--- src/rtl/us_pkg.sv ---
// Shared types and constants for the ultrasonic distance filter.
package us_pkg;
    typedef enum logic [1:0] {IDLE, DIV, ACCUM, OUT} state_t;
    localparam int US_CLK_HZ = 50_000_000;
    localparam int DIST_W    = 16;
endpackage

--- src/rtl/us_div_seq.sv ---
// 32/32 unsigned restoring divider, one quotient bit per cycle, fixed 32-cycle latency.
module us_div_seq (
    input  logic        clk,
    input  logic        reset,
    input  logic        start,
    input  logic [31:0] dividend,
    input  logic [31:0] divisor,
    output logic        done,
    output logic [31:0] quotient
);
    logic [5:0]  count;
    logic [32:0] rem;
    logic [32:0] shifted;
    logic [32:0] trial;

    // The remainder always stays below the divisor, so 33 bits hold the shifted value
    // and bit 32 of the trial subtraction acts as the borrow.
    assign shifted = {rem[31:0], quotient[31]};
    assign trial   = shifted - {1'b0, divisor};
    assign done    = (count == 6'd1);

    always_ff @(posedge clk) begin
        if (reset) begin
            count    <= '0;
            rem      <= '0;
            quotient <= '0;
        end else if (start) begin
            count    <= 6'd32;
            rem      <= '0;
            quotient <= dividend;
        end else if (count != 6'd0) begin
            count <= count - 6'd1;
            if (!trial[32]) begin
                rem      <= trial;
                quotient <= {quotient[30:0], 1'b1};
            end else begin
                rem      <= shifted;
                quotient <= {quotient[30:0], 1'b0};
            end
        end
    end
endmodule

--- src/rtl/us_distance_filter.sv ---
// Echo-width to centimetre conversion, moving-average smoothing and a
// hysteretic proximity flag for the ultrasonic ranger.
module us_distance_filter
    import us_pkg::*;
#(
    parameter int TICKS_PER_CM = 2915,
    parameter int LOG2_DEPTH   = 2,
    parameter int MAX_CM       = 400,
    parameter int NEAR_CM      = 30,
    parameter int HYST_CM      = 10
) (
    input  logic              CLK50MHZ,
    input  logic              reset,
    input  logic [31:0]       echo_ticks,
    input  logic              echo_valid,
    input  logic              echo_timeout,
    output logic              busy,
    output logic [DIST_W-1:0] dist_cm,
    output logic [DIST_W-1:0] avg_cm,
    output logic              avg_valid,
    output logic              near,
    output logic              sample_dropped
);
    localparam int                 DEPTH  = 1 << LOG2_DEPTH;
    localparam int                 SUM_W  = DIST_W + LOG2_DEPTH;
    localparam logic [DIST_W-1:0]  MAX_D  = DIST_W'(MAX_CM);
    localparam logic [DIST_W-1:0]  NEAR_D = DIST_W'(NEAR_CM);
    localparam logic [DIST_W-1:0]  FAR_D  = DIST_W'(NEAR_CM + HYST_CM);
    localparam logic [SUM_W-1:0]   SUM_RST = SUM_W'(DEPTH * MAX_CM);

    state_t                 state;
    logic                   timeout_smp;
    logic [DIST_W-1:0]      cm;
    logic [DIST_W-1:0]      slot [DEPTH];
    logic [SUM_W-1:0]       sum;
    logic [LOG2_DEPTH-1:0]  wp;

    logic                   div_start;
    logic                   div_done;
    logic [31:0]            quot;
    logic [DIST_W-1:0]      cm_acc;
    logic [DIST_W-1:0]      avg_next;

    assign busy      = (state != IDLE);
    assign div_start = (state == IDLE) && echo_valid && !echo_timeout;

    us_div_seq u_div (
        .clk      (CLK50MHZ),
        .reset    (reset),
        .start    (div_start),
        .dividend (echo_ticks),
        .divisor  (32'(TICKS_PER_CM)),
        .done     (div_done),
        .quotient (quot)
    );

    // The quotient only settles on the last DIV edge, so saturation is resolved in ACCUM.
    assign cm_acc   = timeout_smp           ? MAX_D :
                      (quot > 32'(MAX_CM))  ? MAX_D : quot[DIST_W-1:0];
    assign avg_next = DIST_W'(sum >> LOG2_DEPTH);

    always_ff @(posedge CLK50MHZ) begin
        if (reset) begin
            state          <= IDLE;
            timeout_smp    <= 1'b0;
            cm             <= '0;
            sum            <= SUM_RST;
            wp             <= '0;
            dist_cm        <= '0;
            avg_cm         <= MAX_D;
            avg_valid      <= 1'b0;
            near           <= 1'b0;
            sample_dropped <= 1'b0;
            for (int i = 0; i < DEPTH; i++) slot[i] <= MAX_D;
        end else begin
            avg_valid      <= 1'b0;
            sample_dropped <= (state != IDLE) && (echo_valid || echo_timeout);
            case (state)
                IDLE: begin
                    if (echo_timeout) begin
                        timeout_smp <= 1'b1;
                        state       <= ACCUM;
                    end else if (echo_valid) begin
                        timeout_smp <= 1'b0;
                        state       <= DIV;
                    end
                end
                DIV: begin
                    if (div_done) state <= ACCUM;
                end
                ACCUM: begin
                    cm       <= cm_acc;
                    sum      <= sum - SUM_W'(slot[wp]) + SUM_W'(cm_acc);
                    slot[wp] <= cm_acc;
                    wp       <= wp + 1'b1;
                    state    <= OUT;
                end
                OUT: begin
                    dist_cm   <= cm;
                    avg_cm    <= avg_next;
                    avg_valid <= 1'b1;
                    if (avg_next < NEAR_D)
                        near <= 1'b1;
                    else if (avg_next >= FAR_D)
                        near <= 1'b0;
                    state <= IDLE;
                end
                default: state <= IDLE;
            endcase
        end
    end
endmodule
--- config.mk ---
export PLATFORM = sky130hd
export DESIGN_NAME = us_distance_filter
export DESIGN_NICKNAME = d
export VERILOG_FILES = /design/src/rtl/us_pkg.sv /design/src/rtl/us_div_seq.sv /design/src/rtl/us_distance_filter.sv
export SDC_FILE = /design/constraint.sdc
export NUM_CORES = 1
export LEC_CHECK = 0
export BUFFER_PORTS_ARGS = -buffer_cell sky130_fd_sc_hd__buf_2
export CORE_ASPECT_RATIO = 1.25
export CORE_MARGIN = 2
export CORE_UTILIZATION = 40
export CTS_CLUSTER_DIAMETER = 30
export DETAILED_ROUTE_END_ITERATION = 12
export PLACE_DENSITY = 0.68
export SKIP_CTS_REPAIR_TIMING = 1
export SYNTH_ARGS = -nofsm -noshare
export SYNTH_HDL_FRONTEND = slang
export SYNTH_SLANG_ARGS = --single-unit
--- constraint.sdc ---
create_clock -name CLK50MHZ -period 9 [get_ports CLK50MHZ]
set_input_delay 0.45 -clock CLK50MHZ [delete_from_list [all_inputs] [get_ports CLK50MHZ]]
set_output_delay 0.45 -clock CLK50MHZ [all_outputs]
set_load 0.05 [all_outputs]
==> metrics.txt <==
Post-Syn Instances=1,019; post-synthesis mux area share=7.533%; clk buf depth=3; Total Routing Usage GR=16.76%; P_leak=0.004738 uW; largest family of logic cells by synthesized area=simple AND/OR/NAND/NOR gates; met3 GRT Util=2.940%; vias in the first global route=7,413; DRC errors left=0; routed length per instance=14.88 um; IO Count=72; Relative slew margins=29.11%; Rows=65; period utilization=45.60%; TritonCTS buffer count=38; synthesis warning total=0; Arr. time, crit path=4.48 ns; post-synthesis simple-gate area fraction=17.21%; GRT met2 Usage=29.74%; Final Hold Viols=0; clock root cell=clkbuf_16; Netlist cell types=62; largest net degree at the start of global routing=80; Mapped Area=10,100 um2; WS Path Type=reg -> reg; Die Height=181.6 um; Syn Area/Cell=9.910 um2; Diodes inserted=0; worst skew pair latency=0.51 ns; initial core utilization=40.31%; Max Fclk=243.6 MHz; CTS tree=done; PortBufs=71; top_reg_cell synth=dfxtp_1; global-route wire length before repair=36,870 um; grt ovf=0; die area=26,540 um2; layout cells sized above 1=14.95%; GPL Wtd Cong=0.8895; largest vdd supply drop=0.2504 mV; RSZ-0062 raised after global routing=no; vias per inst=5.095; Die Wd=146.1 um; core region area=25,050 um2; Vias=7,536; max-slew violation count=0; register area=4845 um2; WL final=22,010 um; fill count=2,358; Post-Synth XOR/XNOR Area=4.758%; DRT Pass-1 Iters=5; Max H-tree Level=2; Max Clock Skew=0.03463 ns; Crit. End Element=flip-flop; Yosys reg bits=210; Post-synth EDFFs=64; initial antenna violation count=0; setup ws final=4.896 ns; Final nets=1,195; Util after Layout=48.16%; footprint of the multi-input gates=4965 um2; clock sink count=210; DP HPWL=14,900 um; CTS clk-pin slew, worst paths=0.05 ns; critical path required time=9.37 ns; Adder-Cell Fraction of Synth Area=6.517%; Hold Path Class=in -> reg; Power Dens Cells=389.9 nW/um2; Synth Area in Compound Gates=11.76%; worst-margin pin slew=1.062 ns; Top Usage Layer GRT=met2; CP startpoint kind=flip-flop; fin crit period=4.104 ns; GR Util met1=20.71%; sequential area share after synthesis=47.97%; antenna viol nets, final=0; setup violators final=0; max-cap violations=0; Worst Path Max Fanout=7; setup_tns=0 ns; status=finished, final reports clean; area delta synth->final=19.45%; ys async rst share=0%; pre-CTS WS=4.852 ns; drt initial violations=411
-- sequential cells by signal, indices dropped and copies added, names as in the netlist, 2 cells and up, named ones only --
name,flops
avg_cm,16
cm,16
dist_cm,16
slot,64
state,2
sum,18
u_div.count,6
u_div.quotient,32
u_div.rem,32
wp,2
-- worst paths after layout --
path / start / end / slack (ns) / depth (start not counted)
min: echo_ticks[0] / u_div.quotient[0] / 0.21 / 3
max reg2reg: u_div.quotient[25] / sum[16] / 4.90 / 15
max: u_div.quotient[25] / sum[16] / 4.90 / 15
min reg2reg: cm[5] / cm[5] / 0.46 / 1
-- cell type report --
class	count	share of cell area (%)
Sequential cell	210	40.16
Multi-Input combinational cell	732	41.16
Timing Repair Buffer	78	3.381
Clock buffer	44	8.329
Inverter	56	1.743
Tap cell	335	3.475
Clock inverter	24	1.753
-- placed cells by master (no fill, tap or decap), types with 4 or more instances in the layout --
cell / count
nand2b_1: 16
nor3_1: 20
clkbuf_16: 39
clkinvlp_4: 4
a21o_1: 11
mux4_2: 16
o21ai_0: 33
and2_1: 30
or3_1: 5
mux2i_1: 40
and3_1: 10
nor2b_1: 8
a211oi_1: 23
nor4_1: 19
dfxtp_1: 146
inv_1: 56
nand4_1: 4
nor2_1: 130
o21a_1: 5
buf_4: 7
edfxtp_1: 64
xnor2_1: 37
nand2_1: 109
a311oi_1: 32
nand3_1: 6
a21oi_1: 39
ha_1: 26
inv_6: 9
buf_2: 71
clkbuf_1: 4
fa_1: 16
conb_1: 35
xor2_1: 16
-- routing by layer --
metal  part of all wire [%]  vias up
li1                       -     3745
met1                     43     3579
met2                     50      172
met3                    3.8       40
met4                    2.3        0
met5                      0        -
-- kinds of logic after synthesis --
group | Yosys count
adder cells (fa/ha/maj) | 43
buffers and inverters | 110
AND/OR/NAND/NOR | 372
other | 2
flip-flops | 210
AO/OA/AOI/OAI | 172
XOR/XNOR | 54
multiplexers | 56
-- critical path, stage by stage (launching register included) --
cell,delay [ns]
dfxtp_1,0.32
nor4_1,0.32
and4_1,0.25
nand3_1,0.23
nor2_1,0.37
nand2_1,0.13
fa_1,0.51
inv_1,0.07
fa_1,0.47
a21oi_1,0.20
o211ai_1,0.13
a21oi_1,0.23
o21ai_0,0.19
a211oi_1,0.30
xor2_1,0.17
o21ai_0,0.08
-- metrics by stage --
stage          hold WS, ns  area [um2]  cells  total power, uW
2_1_floorplan       0.4248       10220   1052             2963
3_3_place_gp        0.4365       10850   1411             3341
3_5_place_dp        0.4424       10850   1411             3376
4_1_cts             0.2026       12060   1479             4735
5_1_grt             0.2394       12060   1479             5064
6_report            0.2120       12060   1479             4704
-- synthesized netlist by cell type, types with 30 or more instances --
| cell type | n | area share (%) |
|---|---|---|
| and2_1 | 30 | 1.9 |
| dfxtp_1 | 146 | 29 |
| mux2i_1 | 40 | 4.0 |
| xnor2_1 | 37 | 3.2 |
| inv_1 | 56 | 2.1 |
| clkbuf_1 | 47 | 1.7 |
| edfxtp_1 | 64 | 19 |
| nor2_1 | 130 | 4.8 |
| a21oi_1 | 39 | 1.9 |
| nand2_1 | 110 | 4.1 |
| a311oi_1 | 32 | 2.8 |
| o21ai_0 | 33 | 1.6 |
-- where the power goes --
group          leakage, uW  internal (uW)  total, uW  switching [uW]
combinational      0.00235            800       1960            1160
clock             0.000586            844       1340             496
sequential         0.00180           1180       1410             226
total              0.00474           2830       4700            1880
(Power assumes the default switching activity.)
